<file path="config.mk">
export PLATFORM = sky130hd
export DESIGN_NAME = commit_ctrl_flat
export DESIGN_NICKNAME = d
export VERILOG_FILES = /design/src/rtl/commit_ctrl_pkg.sv /design/src/rtl/commit_ctrl_if.sv /design/src/rtl/commit_ctrl_retire_counter.sv /design/src/rtl/commit_ctrl.sv /design/src/flat_wrapper.sv
export SDC_FILE = /design/constraint.sdc
export NUM_CORES = 1
export LEC_CHECK = 0
export CAP_MARGIN = 20
export CORE_MARGIN = 2
export CORE_UTILIZATION = 40
export CTS_BUF_LIST = sky130_fd_sc_hd__clkbuf_8
export DETAILED_ROUTE_END_ITERATION = 6
export DONT_BUFFER_PORTS = 1
export GPL_TIMING_DRIVEN = 0
export SETUP_SLACK_MARGIN = 0.05
export SYNTH_ARGS = -nofsm -noshare
export SYNTH_HDL_FRONTEND = slang
export SYNTH_SLANG_ARGS = --single-unit
</file>
<file path="constraint.sdc">
create_clock -name clk -period 4.8 [get_ports clk]
set_input_delay 0.96 -clock clk [delete_from_list [all_inputs] [get_ports clk]]
set_output_delay 0.96 -clock clk [all_outputs]
set_load 0.02 [all_outputs]
</file>
<file path="src/rtl/commit_ctrl_pkg.sv">
// Shared types for the retire stage: register/exception encodings and the
// commit sequencer state set.
package commit_ctrl_pkg;

  localparam int unsigned AddrWidth = 32;
  localparam int unsigned RobDepth  = 16;
  localparam int unsigned RegWidth  = 5;

  typedef logic [RegWidth-1:0] RegFile_t;

  typedef enum logic [3:0] {
    EXP_I_MISS_ALIGN = 4'd0,
    EXP_I_ACC_FAULT  = 4'd1,
    EXP_ILLEGAL_INST = 4'd2,
    EXP_BREAKPOINT   = 4'd3,
    EXP_L_MISS_ALIGN = 4'd4,
    EXP_L_ACC_FAULT  = 4'd5,
    EXP_S_MISS_ALIGN = 4'd6,
    EXP_S_ACC_FAULT  = 4'd7,
    EXP_ECALL        = 4'd8
  } ExpCode_t;

  typedef enum logic [1:0] {
    CM_IDLE,
    CM_SAVE,
    CM_REDIRECT,
    CM_DRAIN
  } CommitState_t;

endpackage

</file>
<file path="src/rtl/commit_ctrl_if.sv">
// Commit stream from the ROB head and the register-map release path back to it.
interface commit_ctrl_if
  import commit_ctrl_pkg::*;
#(
  parameter int unsigned ADDR      = AddrWidth,
  parameter int unsigned ROB_DEPTH = RobDepth
) ();

  localparam int unsigned ROB = $clog2(ROB_DEPTH);

  logic            commit_e_;
  logic            flush_;
  logic [ADDR-1:0] com_pc;
  RegFile_t        com_rd;
  logic            com_exp_;
  ExpCode_t        com_exp_code;
  logic [ROB-1:0]  com_rob_id;

  logic            ret_e_;
  RegFile_t        ret_rd;
  logic [ROB-1:0]  ret_rob_id;

  modport master (
    output commit_e_, flush_, com_pc, com_rd, com_exp_, com_exp_code, com_rob_id,
    input  ret_e_, ret_rd, ret_rob_id
  );

  modport slave (
    input  commit_e_, flush_, com_pc, com_rd, com_exp_, com_exp_code, com_rob_id,
    output ret_e_, ret_rd, ret_rob_id
  );

endinterface

</file>
<file path="src/rtl/commit_ctrl_retire_counter.sv">
// Retired-instruction counter: enable-increment, wraps modulo 2^CNT.
module retire_counter #(
  parameter int unsigned CNT = 64
) (
  input  logic           clk,
  input  logic           reset_,
  input  logic           inc,
  output logic [CNT-1:0] count
);

  always_ff @(posedge clk or negedge reset_) begin
    if (!reset_) begin
      count <= '0;
    end else if (inc) begin
      count <= count + CNT'(1);
    end
  end

endmodule

</file>
<file path="src/rtl/commit_ctrl.sv">
// Retire stage: releases committed destinations, counts instret and sequences
// precise exception entry (save EPC/cause, redirect to trap vector, drain).
module commit_ctrl
  import commit_ctrl_pkg::*;
#(
  parameter int unsigned ADDR      = AddrWidth,
  parameter int unsigned ROB_DEPTH = RobDepth,
  parameter int unsigned CNT       = 64,
  parameter int unsigned DRAIN_CYC = 2
) (
  input  logic            clk,
  input  logic            reset_,
  commit_ctrl_if.slave    cif,
  input  logic [ADDR-1:0] tvec,
  output logic            trap_e_,
  output logic [ADDR-1:0] trap_pc,
  output logic [ADDR-1:0] epc,
  output ExpCode_t        cause,
  output logic            fetch_hold,
  output logic [CNT-1:0]  instret
);

  localparam int unsigned ROB    = $clog2(ROB_DEPTH);
  localparam int unsigned DrainW = (DRAIN_CYC > 1) ? $clog2(DRAIN_CYC) : 1;

  CommitState_t    state_q, state_d;
  logic [DrainW-1:0] drain_q, drain_d;

  logic            ret_e_q, ret_e_d;
  RegFile_t        ret_rd_q, ret_rd_d;
  logic [ROB-1:0]  ret_id_q, ret_id_d;
  logic            trap_e_q, trap_e_d;
  logic [ADDR-1:0] trap_pc_q, trap_pc_d;
  logic [ADDR-1:0] epc_q, epc_d;
  ExpCode_t        cause_q, cause_d;
  logic            hold_q, hold_d;
  logic            retire_inc;

  // A flush alone changes nothing here (the execute stage redirects on a miss),
  // and the trap vector is word-aligned, so these inputs are intentionally unread.
  logic unused_in;
  assign unused_in = ^{cif.flush_, tvec[1:0]};

  // Outputs are registered from the next-state decode, so each strobe is
  // produced while in the preceding state and appears during its own state.
  always_comb begin
    state_d    = state_q;
    drain_d    = drain_q;
    ret_e_d    = 1'b1;
    ret_rd_d   = ret_rd_q;
    ret_id_d   = ret_id_q;
    trap_e_d   = 1'b1;
    trap_pc_d  = trap_pc_q;
    epc_d      = epc_q;
    cause_d    = cause_q;
    retire_inc = 1'b0;

    unique case (state_q)
      CM_IDLE: begin
        if (!cif.commit_e_) begin
          if (!cif.com_exp_) begin
            epc_d   = cif.com_pc;
            cause_d = cif.com_exp_code;
            state_d = CM_SAVE;
          end else begin
            ret_e_d    = 1'b0;
            ret_rd_d   = cif.com_rd;
            ret_id_d   = cif.com_rob_id;
            retire_inc = 1'b1;
          end
        end
      end
      CM_SAVE: begin
        trap_e_d  = 1'b0;
        trap_pc_d = {tvec[ADDR-1:2], 2'b00};
        state_d   = CM_REDIRECT;
      end
      CM_REDIRECT: begin
        drain_d = DrainW'(DRAIN_CYC - 1);
        state_d = CM_DRAIN;
      end
      CM_DRAIN: begin
        if (drain_q == '0) begin
          state_d = CM_IDLE;
        end else begin
          drain_d = drain_q - DrainW'(1);
        end
      end
      default: state_d = CM_IDLE;
    endcase

    hold_d = (state_d != CM_IDLE);
  end

  always_ff @(posedge clk or negedge reset_) begin
    if (!reset_) begin
      state_q   <= CM_IDLE;
      drain_q   <= '0;
      ret_e_q   <= 1'b1;
      ret_rd_q  <= '0;
      ret_id_q  <= '0;
      trap_e_q  <= 1'b1;
      trap_pc_q <= '0;
      epc_q     <= '0;
      cause_q   <= EXP_I_MISS_ALIGN;
      hold_q    <= 1'b0;
    end else begin
      state_q   <= state_d;
      drain_q   <= drain_d;
      ret_e_q   <= ret_e_d;
      ret_rd_q  <= ret_rd_d;
      ret_id_q  <= ret_id_d;
      trap_e_q  <= trap_e_d;
      trap_pc_q <= trap_pc_d;
      epc_q     <= epc_d;
      cause_q   <= cause_d;
      hold_q    <= hold_d;
    end
  end

  retire_counter #(
    .CNT(CNT)
  ) u_retire_counter (
    .clk   (clk),
    .reset_(reset_),
    .inc   (retire_inc),
    .count (instret)
  );

  assign cif.ret_e_     = ret_e_q;
  assign cif.ret_rd     = ret_rd_q;
  assign cif.ret_rob_id = ret_id_q;
  assign trap_e_        = trap_e_q;
  assign trap_pc        = trap_pc_q;
  assign epc            = epc_q;
  assign cause          = cause_q;
  assign fetch_hold     = hold_q;

endmodule

</file>
<file path="src/flat_wrapper.sv">
// flat-port wrapper written by rule: the top's interface ports become plain ports
module commit_ctrl_flat import commit_ctrl_pkg::*;
#(
  parameter int unsigned ADDR      = AddrWidth,
  parameter int unsigned ROB_DEPTH = RobDepth,
  parameter int unsigned CNT       = 64,
  parameter int unsigned DRAIN_CYC = 2
)
  (clk, reset_, tvec, trap_e_, trap_pc, epc, cause, fetch_hold, instret, cif_commit_e_, cif_flush_, cif_com_pc, cif_com_rd, cif_com_exp_, cif_com_exp_code, cif_com_rob_id, cif_ret_e_, cif_ret_rd, cif_ret_rob_id);
  commit_ctrl_if #(.ADDR(ADDR), .ROB_DEPTH(ROB_DEPTH)) cif_i ();
  input  logic clk;
  input  logic reset_;
  input  logic [ADDR-1:0] tvec;
  output logic trap_e_;
  output logic [ADDR-1:0] trap_pc;
  output logic [ADDR-1:0] epc;
  output ExpCode_t cause;
  output logic fetch_hold;
  output logic [CNT-1:0] instret;
  input wire logic [$bits(cif_i.commit_e_)-1:0] cif_commit_e_;
  input wire logic [$bits(cif_i.flush_)-1:0] cif_flush_;
  input wire logic [$bits(cif_i.com_pc)-1:0] cif_com_pc;
  input wire logic [$bits(cif_i.com_rd)-1:0] cif_com_rd;
  input wire logic [$bits(cif_i.com_exp_)-1:0] cif_com_exp_;
  input wire logic [$bits(cif_i.com_exp_code)-1:0] cif_com_exp_code;
  input wire logic [$bits(cif_i.com_rob_id)-1:0] cif_com_rob_id;
  output wire logic [$bits(cif_i.ret_e_)-1:0] cif_ret_e_;
  output wire logic [$bits(cif_i.ret_rd)-1:0] cif_ret_rd;
  output wire logic [$bits(cif_i.ret_rob_id)-1:0] cif_ret_rob_id;
  assign cif_i.commit_e_ = cif_commit_e_;
  assign cif_i.flush_ = cif_flush_;
  assign cif_i.com_pc = cif_com_pc;
  assign cif_i.com_rd = cif_com_rd;
  assign cif_i.com_exp_ = cif_com_exp_;
  assign cif_i.com_exp_code = cif_com_exp_code;
  assign cif_i.com_rob_id = cif_com_rob_id;
  assign cif_ret_e_ = cif_i.ret_e_;
  assign cif_ret_rd = cif_i.ret_rd;
  assign cif_ret_rob_id = cif_i.ret_rob_id;
  commit_ctrl #(.ADDR(ADDR), .ROB_DEPTH(ROB_DEPTH), .CNT(CNT), .DRAIN_CYC(DRAIN_CYC)) u_core (.clk(clk), .reset_(reset_), .cif(cif_i), .tvec(tvec), .trap_e_(trap_e_), .trap_pc(trap_pc), .epc(epc), .cause(cause), .fetch_hold(fetch_hold), .instret(instret));
endmodule
</file>
## Word level (Yosys, flattened, before mapping)

Cells that the tools add are included.

- Input port bits: 82
- Logic and storage cells: 36
- Register bits after elaboration: 145

- Eq/ne operators: 3
- Reductions and logical operators: 5
- Mux-type cells: 13
- $add $sub $neg: 2
- Bitwise gates (word level): 2

Operators with widths:

| cell | count |
|---|---|
| 64-bit by 1-bit adder with 64-bit output, second input constant | 1 |
| 1-bit two-way mux | 8 |
| 2-bit one-hot mux with 4 select lines | 1 |
| 2-bit two-way mux | 3 |
| 3-bit AND reduction | 2 |
| 2-bit == test, second input constant | 2 |
| 2-bit nonzero test | 2 |
| 2-bit by 1-bit == test with 1-bit output, second input constant | 1 |
| 2-bit zero test | 1 |
| 1-bit inverter | 2 |
| 1-bit one-hot mux with 2 select lines | 1 |
| 1-bit subtractor, second input constant | 1 |

## Longest topological paths before layout

- Depth after elaboration: 4
- Mapped depth: 8

## By module

From an unflattened synthesis, not the netlist that was laid out.

- Cells, all modules: 467
- Area total of the unflattened synthesis: 6162.2 µm²

By module, submodules not included:

| module | times used | cells an instance | area each (µm²) |
|---|---|---|---|
| retire_counter | 1 | 285 | 3098.0 |
| commit_ctrl | 1 | 182 | 3064.2 |

## Worst setup path before layout

No wires, ideal clock.

- Path kind: input port to flip-flop
- Start: input cif_commit_e_
- End: register u_core.u_retire_counter.count[31]
- Data arrival time: 2.857 ns
- Stages on the path: 7
- Slack: 1.863 ns
- Library setup time: 0.080 ns
- Data required time: 4.720 ns
- Buffers on the path: 1
- Cells stage by stage: nor4b_4 inv_2 or4_1 or4_1 buf_2 nor3_2 xor2_1

- Word-level cells in the longest chain between the ends: 2

RTL lines:

| what | RTL line | source |
|---|---|---|
| start: declaration | flat_wrapper.sv:20 | `input wire logic [$bits(cif_i.commit_e_)-1:0] cif_commit_e_;` |
| 1-bit two-way mux | commit_ctrl.sv:60 | `if (!cif.commit_e_) begin` |
| 1-bit two-way mux | commit_ctrl.sv:58 | `unique case (state_q)` |
| end signal: assignment | commit_ctrl_retire_counter.sv:15 | `count <= count + CNT'(1);` |
| end: declaration | commit_ctrl_retire_counter.sv:8 | `output logic [CNT-1:0] count` |

No other way between the ends.
A chain may end at the register's enable or synchronous reset.

## Worst setup path in the final report

- Start: register u_core.state_q[0]
- End: register u_core.u_retire_counter.count[63]

- Word-level cells in the longest chain between the ends: 2

RTL lines:

| what | RTL line | source |
|---|---|---|
| start: declaration | commit_ctrl.sv:26 | `CommitState_t state_q, state_d;` |
| start signal: assignment | commit_ctrl.sv:108 | `state_q <= state_d;` |
| 2-bit zero test | commit_ctrl.sv:58 |  |
| 1-bit two-way mux | commit_ctrl.sv:58 |  |

No other way between the ends.

==> flow_metrics.tcl <==
set metrics [dict create \
    routedWlPerCell_um 18.7 \
    ff_latch_area_um2 3630 \
    worst-path-max-fanout 9 \
    grt_pass1_vias 3906 \
    clk_latency_ns 0.45 \
    crit_type "flop to flop" \
    vias 3801 \
    skew_ns 0.0104 \
    cts_hold_buf 0 \
    wirelength_mm 13.2 \
    gr-total-overflow 0 \
    peakVddDrop_uv 289 \
    cts-root-buf "clkbuf_8" \
    drtAntennaViolNets 0 \
    die_h_um 127 \
    min_period_over_period_pct 64.8 \
    leakage_nw 2.97 \
    fin_cells 708 \
    powerDensity_nw_per_um2 567 \
    cts_tree "yes" \
    comb_power_share_pct 13.6 \
    grt_antenna_before_repair 0 \
    required_ns 5.17 \
    p_sw_mw 1.43 \
    hpwlAfterDp_mm 9.43 \
    max_freq_ghz 0.322 \
    io_buffers 0 \
    dp_slack_ns 1.30 \
    first_pass_iters 4 \
    ys_top_cells_by_area "dfrtp_1, mux2_2, xor2_1" \
    viasPerCell 5.37 \
    initial_core_util_pct 41.2 \
    rsz0062_at_grt "false" \
    async_reset_ff_share_pct 100 \
    crit_path_start_kind "flop" \
    drt_iter0_markers 205 \
    hp-class "input port to asynchronous set/reset pin" \
    core_area_um2 14600 \
    die-area_um2 16000 \
    yosys.area.top_type "dfrtp_1" \
    grt_max_degree 146 \
    pin_count 226 \
    drv_cap 0 \
    seq_power_share_pct 60.7 \
    synthFlopType "dfrtp_1" \
    setup-violations-final 0 \
    seq_area_frac_synth_pct 60.4 \
    grt_pass1_wl_mm 20.9 \
    period_needed_ns 3.11 \
    hold_violations 0 \
    fp.dieW_um 127 \
    rows 44 \
    cts_buffers 17 \
    critPathCaptureType "flop" \
    cts_max_level 4 \
    synth_area_per_cell_um2 12.2 \
    fin_nets 595 \
    cell_internal_pwr_mw 2.34 \
    drv_slew 0 \
    yosys.area.top_type_share_pct 59.5 \
    yosysUniqueCellTypes 32 \
    postCtsSetupBuffers 0 \
    arrival_ns 3.48 \
    drive_gt1_share_pct 21.8 \
    dp_cells 676 \
    whs_ns 0.192 \
    area_growth_pct 10.4 \
    finalSetupTns_ns 0 \
    clockBufferDepth 2 \
    tightest_slew_ns 0.908 \
    cts.sinks 145 \
    drc 0 \
    multi_input_area_um2 2270 \
    antenna_cells 0 \
    yosys.cell_count.top_type "dfrtp_1" \
    synth_common_cells "dfrtp_1, mux2_2, nand2_1" \
    synth-edff-count 0 \
    gp_congestion 0.819 \
    maxSlewHeadroom_pct 39.0 \
    outcome "completed" \
    n_fill_cell 1323 \
    yosysWarnings 0 \
    layout_setup_ws_ns 1.69 \
    swShare_pct 37.9 \
    clkPwrFrac_pct 25.7 \
    post_cts_resized 0 \
    syn_area_um2 6010 \
    clk_pin_slew_ns 0.09 \
    grtUsageTotal_pct 16.8 \
    ys_ff_latch 145 \
    syn_inst 491 \
]
worst paths after layout:
| kind | slack (ns) | start | depth (start not counted) | end |
|---|---|---|---|---|
| worst max-delay path | 1.69 | u_core.state_q[0] | 6 | u_core.u_retire_counter.count[63] |
| worst min-delay path | 0.19 | reset_ | 0 | u_core.epc[1] |
| worst max register to register | 1.69 | u_core.state_q[0] | 6 | u_core.u_retire_counter.count[63] |
| worst min register to register | 0.54 | u_core.drain_q | 2 | u_core.drain_q |
| max in group asynchronous | 4.31 | reset_ | 0 | u_core.u_retire_counter.count[51] |
| min in group clk | 0.54 | u_core.drain_q | 2 | u_core.drain_q |
cell usage in the layout, fill, tap and decap left out, types with 2 or more instances in the layout:
| cell type | n |
|---|---|
| inv_1 | 12 |
| ha_1 | 2 |
| buf_4 | 2 |
| nor3_2 | 2 |
| inv_8 | 3 |
| nand4_1 | 26 |
| and4_1 | 3 |
| dfstp_2 | 2 |
| nor4_1 | 10 |
| or2_2 | 3 |
| dfrtp_1 | 143 |
| clkbuf_1 | 9 |
| and3_1 | 4 |
| nand2_1 | 60 |
| clkinv_4 | 2 |
| nor3_1 | 15 |
| nand3_1 | 18 |
| inv_6 | 9 |
| mux2_2 | 66 |
| nor4_2 | 2 |
| xnor2_1 | 27 |
| or4_1 | 2 |
| clkbuf_8 | 17 |
| conb_1 | 2 |
| nor2_1 | 36 |
| xor2_1 | 36 |
per-stage QoR:
stage / power (mW) / util, % / instance area [µm²]
after floorplan: 2.67 / - / 6010
after global placement: 2.80 / 42.8 / 6240
after detailed placement: 2.84 / 42.8 / 6240
after CTS: 3.81 / 45.5 / 6640
after global routing: 3.96 / 45.5 / 6640
final: 3.76 / 45.5 / 6640
worst max-delay path, stage by stage, from the launching register on:
cell and delay [ns]:
dfrtp_1 0.47, nor4b_4 0.50, inv_2 0.19, nor4_2 0.84, nand4_1 0.50, nor3_1 0.38, xor2_1 0.16
sequential cells by signal, summed over array words and instances, names as in the netlist:
signal / count
u_core.u_retire_counter.count: 64
u_core.epc: 32
u_core.trap_pc: 30
u_core.cif.ret_rd: 5
u_core.cause: 4
u_core.cif.ret_rob_id: 4
u_core.state_q: 2
u_core.cif.ret_e_: 1
u_core.drain_q: 1
u_core.fetch_hold: 1
u_core.trap_e_: 1
metal layers:
| layer | part of all wire [%] | global-route usage, % |
|---|---|---|
| met1 | 40 | 20.1 |
| met2 | 51 | 27.6 |
| met3 | 6.7 | 5.74 |
| met4 | 2.2 | 7.50 |
| met5 | 0 | 0 |
cells by family after synthesis:
family	share of synthesized area (%)
mux	12.5
compound gates	0.125
xor+xnor	9.18
buf+inv	1.85
other cells	0.0624
fa+ha+maj	0.416
simple gates	15.4
flops	60.4
area by class of cell:
cell class | instances | share of cell area, %
Buffer | 14 | 0.942
Clock buffer | 17 | 3.52
Clock inverter | 15 | 2.41
Inverter | 13 | 0.735
Multi-Input combinational cell | 320 | 34.2
Sequential cell | 145 | 54.7
Tap cell | 184 | 3.47
power groups by stage:
| stage | Sequential, mW | Combinational [mW] | Clock (mW) |
|---|---|---|---|
| floorplan | 2.22 | 0.450 | 0 |
| global placement | 2.30 | 0.493 | 0 |
| detailed placement | 2.31 | 0.524 | 0 |
| CTS | 2.29 | 0.524 | 0.995 |
| global route | 2.33 | 0.576 | 1.06 |
| finish | 2.28 | 0.511 | 0.967 |
No activity file was read; power rests on OpenSTA's default activity.
